===== config.mk =====
export PLATFORM = sky130hd
export DESIGN_NAME = barrel_shifter_pipe
export DESIGN_NICKNAME = d
export VERILOG_FILES = /design/src/rtl/barrel_shifter_pipe.sv
export SDC_FILE = /design/constraint.sdc
export NUM_CORES = 1
export LEC_CHECK = 0
export BUFFER_PORTS_ARGS = -buffer_cell sky130_fd_sc_hd__clkbuf_2
export CORE_MARGIN = 4
export CORE_UTILIZATION = 45
export DETAILED_ROUTE_END_ITERATION = 10
export SYNTH_ARGS = -nofsm -noshare
export SYNTH_HDL_FRONTEND = slang
export SYNTH_SLANG_ARGS = --single-unit

===== constraint.sdc =====
create_clock -name clk -period 2.5 [get_ports clk]
set_input_delay 0.5 -clock clk [delete_from_list [all_inputs] [get_ports clk]]
set_output_delay 0.5 -clock clk [all_outputs]
set_load 0.005 [all_outputs]

===== src/rtl/barrel_shifter_pipe.sv =====
// Pipelined WIDTH-bit shifter/rotator (SLL/SRL/SRA/ROL/ROR), one stage per amount bit.
// Latency: AW cycles; a beat accepted at edge N shows on the output after edge N+AW-1.
// Backpressure: a stalled output freezes every stage and drops in_ready; results hold stable.
module barrel_shifter_pipe #(
    parameter  int WIDTH = 8,
    localparam int AW    = $clog2(WIDTH)
) (
    input  logic             clk,
    input  logic             rst_n,
    input  logic             in_valid,
    output logic             in_ready,
    input  logic [WIDTH-1:0] in_data,
    input  logic [AW-1:0]    in_amt,
    input  logic [2:0]       in_op,
    output logic             out_valid,
    input  logic             out_ready,
    output logic [WIDTH-1:0] out_data,
    output logic             out_zero,
    output logic             out_err
);

    localparam logic [2:0] OP_SLL = 3'd0;
    localparam logic [2:0] OP_SRL = 3'd1;
    localparam logic [2:0] OP_SRA = 3'd2;
    localparam logic [2:0] OP_ROL = 3'd3;
    localparam logic [2:0] OP_ROR = 3'd4;

    // SRA by a partial amount keeps the original MSB in place, so each stage
    // can take its fill bit from its own input MSB and the sign survives.
    function automatic logic [WIDTH-1:0] step(input logic [WIDTH-1:0] d,
                                               input logic [2:0]       op,
                                               input int               sh);
        logic [WIDTH-1:0] r;
        r = d;
        case (op)
            OP_SLL:  r = d << sh;
            OP_SRL:  r = d >> sh;
            OP_SRA:  r = $unsigned($signed(d) >>> sh);
            OP_ROL:  r = (d << sh) | (d >> (WIDTH - sh));
            OP_ROR:  r = (d >> sh) | (d << (WIDTH - sh));
            default: r = d;
        endcase
        return r;
    endfunction

    logic [WIDTH-1:0] dat_q   [AW];
    logic [AW-1:0]    amt_q   [AW];
    logic [2:0]       op_q    [AW];
    logic [AW-1:0]    vld_q;

    logic [WIDTH-1:0] src_dat [AW];
    logic [WIDTH-1:0] nxt_dat [AW];
    logic [AW-1:0]    src_amt [AW];
    logic [2:0]       src_op  [AW];
    logic [AW-1:0]    src_vld;

    logic adv;

    assign out_valid = vld_q[AW-1];
    assign adv       = !out_valid || out_ready;
    assign in_ready  = adv;

    genvar k;
    generate
        for (k = 0; k < AW; k++) begin : g_stage
            if (k == 0) begin : g_first
                assign src_dat[k] = in_data;
                assign src_amt[k] = in_amt;
                assign src_op[k]  = in_op;
                assign src_vld[k] = in_valid;
            end else begin : g_rest
                assign src_dat[k] = dat_q[k-1];
                assign src_amt[k] = amt_q[k-1];
                assign src_op[k]  = op_q[k-1];
                assign src_vld[k] = vld_q[k-1];
            end
            assign nxt_dat[k] = src_amt[k][k] ? step(src_dat[k], src_op[k], 1 << k)
                                              : src_dat[k];
        end
    endgenerate

    always_ff @(posedge clk) begin
        if (!rst_n) begin
            vld_q <= '0;
            for (int i = 0; i < AW; i++) begin
                dat_q[i] <= '0;
                amt_q[i] <= '0;
                op_q[i]  <= '0;
            end
        end else if (adv) begin
            vld_q <= src_vld;
            for (int i = 0; i < AW; i++) begin
                dat_q[i] <= nxt_dat[i];
                amt_q[i] <= src_amt[i];
                op_q[i]  <= src_op[i];
            end
        end
    end

    assign out_data = dat_q[AW-1];
    assign out_zero = (dat_q[AW-1] == '0);
    assign out_err  = (op_q[AW-1] > OP_ROR);

endmodule

# Yosys cells after proc, flatten, opt, wreduce, memory -nomap -nowiden

Memory sizes are Yosys's and may differ from the RTL's.
Cells that the tools add are included.

Bits in registers: 3
Logic and storage cells: 57
Memories: 3
Memory bits (writable): 42
Output and inout bits: 12

Memories:

| memory | words | width | rd ports | clocked after Yosys merged registers in | wr ports | line | source |
|---|---|---|---|---|---|---|---|
| dat_q  | 3     | 8     | 3        | 0                                       | 3        | 46   | `logic [WIDTH-1:0] dat_q [AW];` |
| amt_q  | 3     | 3     | 2        | 0                                       | 3        | 47   | `logic [AW-1:0] amt_q [AW];` |
| op_q   | 3     | 3     | 3        | 0                                       | 3        | 48   | `logic [2:0] op_q [AW];` |

Reductions and logical operators: 7
Order comparisons: 1
Eq/ne operators: 12
Mux-type cells: 19
Bitwise gates (word level): 14

Operators by type and width:

| operator                                                              | count |
|---|---|
| 8-bit case mux with 5 select lines                                    | 2 |
| 8-bit 2-to-1 mux                                                      | 6 |
| 8-bit case mux with 4 select lines                                    | 1 |
| 3-bit by 2-bit equality test with 1-bit output, second input constant | 6 |
| 3-bit 2-to-1 mux                                                      | 6 |
| 3-bit by 1-bit equality test with 1-bit output, second input constant | 3 |
| 3-bit equality test, second input constant                            | 3 |
| 3-bit zero test                                                       | 3 |
| 1-bit OR                                                              | 9 |
| 8-bit zero test                                                       | 1 |
| 4-bit by 8-bit OR with 8-bit output                                   | 1 |
| 6-bit by 8-bit OR with 8-bit output                                   | 1 |
| 7-bit by 8-bit OR with 8-bit output                                   | 1 |
| 8-bit by 1-bit OR with 8-bit output                                   | 1 |
| 8-bit by 2-bit OR with 8-bit output                                   | 1 |
| 1-bit 2-to-1 mux                                                      | 4 |
| 3-bit > comparator, second input constant                             | 1 |
| 2-bit OR reduction                                                    | 1 |
| 1-bit zero test                                                       | 1 |
| 1-bit logical OR                                                      | 1 |

# Longest topological paths before layout

Depth in word-level cells: 6
Depth in mapped cells: 5

# Least setup slack after synthesis

OpenSTA, ideal clock, no wires.

Kind: input to register
Start: input out_ready
End: memory amt_q[0][1] (netlist bit) (enable)
Buffers on the path: 0
Path slack: 571 ps
Setup time: 504 ps
Data arrival time: 1,425 ps
Stages on the path: 2
Path through: nor2b_1 nand2_1

RTL lines:

| element         | line | source |
|---|---|---|
| start, declared | 16   | `input logic out_ready,` |
| end, declared   | 47   |  |

==> results.md <==
* Final period util at 77.1%
* Core Rows at 26
* Critical Path, Cell by Cell: or4_1 > nor2_1 > clkbuf_2
* Post-CTS Setup Bufs at 0
* I/O pin count at 30
* Fin crit period at 1930 ps
* Fmax at 519 MHz
* Critical path class: flip-flop to output port
* Kind of start point of the critical path: flip-flop
* Mapped cell area at 0.00239 mm²
* Max Cap Viol at 0
* Worst-Margin Slew at 583 ps
* Routability cong. at 0.785
* Worst-path clk slew at 70 ps
* Top area cells in the synthesized netlist: edfxtp_1, mux2i_1, a21oi_1
* Critical Path AT at 1430 ps
* Final net count at 248
* Overall Power at 1.55 mW
* Endpoint type of the worst setup path: output port
* Inserted Clock Buffers at 5
* Leak at 1.01 nW
* Final ANT Viol Nets at 0
* Share of layout cells above drive strength 1 at 22.1%
* # resized after CTS at 0
* Core Area at 0.00514 mm²
* Mapped Cells at 216
* CTS tree: done
* Remaining Overflow, GRT at 0
* Worst Path Required at 2000 ps
* Final wirelength at 4490 µm
* Via count at 1743
* Pwr per Cell Area at 597 mW/mm²
* Setup Skew at 4.53 ps
* Routed vias/inst at 5.79
* Layout area overhead at 8.63%
* Seq/Total Area, Yosys at 47.7%
* RSZ-0062 raised after global routing: false
* Root Driver: clkbuf_8
* Filler instances at 476
* Synthesized flop and latch total at 39
* CTS max path bufs at 2
* Vias in the first global route at 1602
* Total negative slack at 0 ps
* Worst VDD drop at 0.223 mV
* Initial cell density of the core at 46.5%
* Most area-hungry cell type in the Yosys netlist: edfxtp_1
* Syn avg cell area at 11.1 µm²
* Total die area at 0.00654 mm²
* Die height at 80.9 µm
* CP max FO at 2
* Largest net degree at the start of global routing at 37
* Worst min path class: input pin to flip-flop
* Routed WL per cell at 14.9 µm
* Worst-skew pair later-pin latency at 290 ps
* GRT Overall Usage at 14.9%
* # DRC at 0
* Antenna cell count at 0
* H-tree levels at 2
* Synth top area share at 45.2%
* Die width at 80.9 µm
* Fin. Hold Viols at 0
* Pre-antenna DRT Iters at 4
* Slew margin rel. at 61.0%
* IO buf count at 29
* Clk sinks at 39
* CP max-delay cell: or4_1
* Synth warn at 0
* Syn Nets at 234
* Status: finished clean
* Antenna violations before repair at 0
* HPWL Detailed at 3150 µm
* Final setup fails at 0
* Slowest cell delay on critical path at 550 ps
* Global-route wire length before repair at 7550 µm
* Max Slew Vio Count at 0
* Initial DRC count at 53
* Synth cell types at 40
* Cts hold-fix bufs at 0
## placed cells by master (no fill, tap or decap), drive strengths merged
| master | count |
|---|---|
| dfxtp | 3 |
| o21ai | 13 |
| a32oi | 4 |
| maj3 | 3 |
| buf | 2 |
| nand4bb | 2 |
| a21oi | 23 |
| nor2b | 5 |
| edfxtp | 36 |
| a2111oi | 13 |
| inv | 4 |
| mux2 | 1 |
| or2 | 1 |
| nand4b | 2 |
| o31a | 2 |
| a31oi | 1 |
| mux2i | 13 |
| clkbuf | 36 |
| nand2 | 8 |
| o21a | 6 |
| nor3 | 1 |
| xnor2 | 2 |
| a311oi | 6 |
| and3b | 1 |
| and3 | 12 |
| nor2 | 15 |
| a21boi | 2 |
| bufinv | 1 |
| nand2b | 1 |
| o22ai | 4 |
| nor4bb | 4 |
| or4 | 4 |
## cell families after synthesis
kind of cell	count (synthesis)	synth area share [%]
fa+ha+maj	3	1.26
flops	39	47.7
xor+xnor	2	1.83
mux	14	5.91
simple gates	56	13.9
compound gates	74	22.6
buf+inv	28	6.80
## worst paths after layout
path / from / endpoint / slack, ps / cells after the start
setup / recovery: dat_q[0][17] / out_zero / 570 / 3
hold / removal: in_valid / vld_q[0] / 460 / 3
setup reg to reg: op_q[0][0] / dat_q[0][12] / 790 / 3
hold reg to reg: vld_q[1] / vld_q[2] / 470 / 1
## area by class of cell
type	instances	area, µm²	area share, %
clock inverter	1	30.0	1.16
timing repair buffer	31	160	6.17
sequential	39	1140	43.9
clock buffer	7	76.3	2.94
inverter	4	15.0	0.578
tap	70	87.6	3.37
multi-input combinational	149	1090	41.9
## flip-flops by register name, summed over array words and instances (netlist names)
signal  flops
vld_q       3
op_q        9
dat_q      24
amt_q       3
## where the power goes
part	total (mW)	leakage, nW	internal (mW)	switching (mW)
registers	0.826	0.448	0.768	0.0584
logic	0.222	0.506	0.109	0.113
clock network	0.502	0.0524	0.298	0.204
total	1.55	1.01	1.18	0.375
## per-stage QoR
stage | cell area (µm²) | utilization [%] | hold slack, ps | cells | setup WS, ps
after CTS | 2600 | 50.5 | 464 | 301 | 540
after global placement | 2490 | 48.5 | 463 | 293 | 700
after floorplan | 2390 | - | 441 | 216 | 571
after global routing | 2600 | 50.5 | 485 | 301 | 489
after detailed placement | 2490 | 48.5 | 455 | 293 | 640
final | 2600 | 50.5 | 464 | 301 | 572
## critical path: cells and delay by family (launching register included)
family	cells	cell delay, ps
flip-flops	1	370
buffers and inverters	1	110
AND/OR/NAND/NOR	2	650
## per-layer routing
| layer | vias up | GRT usage, % | routed length (µm) |
|---|---|---|---|
| met3 | 5 | 2.99 | 238 |
| met4 | 0 | 6.08 | 75 |
| li1 | 876 | - | - |
| met2 | 54 | 25.8 | 2290 |
| met5 | - | 0 | 0 |
| met1 | 808 | 18.2 | 1880 |
## synth_stat cells (all sizes together)
library cell   n
a2111oi       13
a21boi         2
a21oi         23
a311oi         6
a31oi          1
a32oi          4
and3          12
and3b          1
buf           18
clkbuf         6
dfxtp          3
edfxtp        36
inv            4
maj3           3
mux2           1
mux2i         13
nand2          8
nand2b         1
nand4b         2
nand4bb        2
nor2          15
nor2b          5
nor3           1
nor4bb         4
o21a           6
o21ai         13
o22ai          4
o31a           2
or2            1
or4            4
xnor2          2
(Power assumes the default switching activity.)
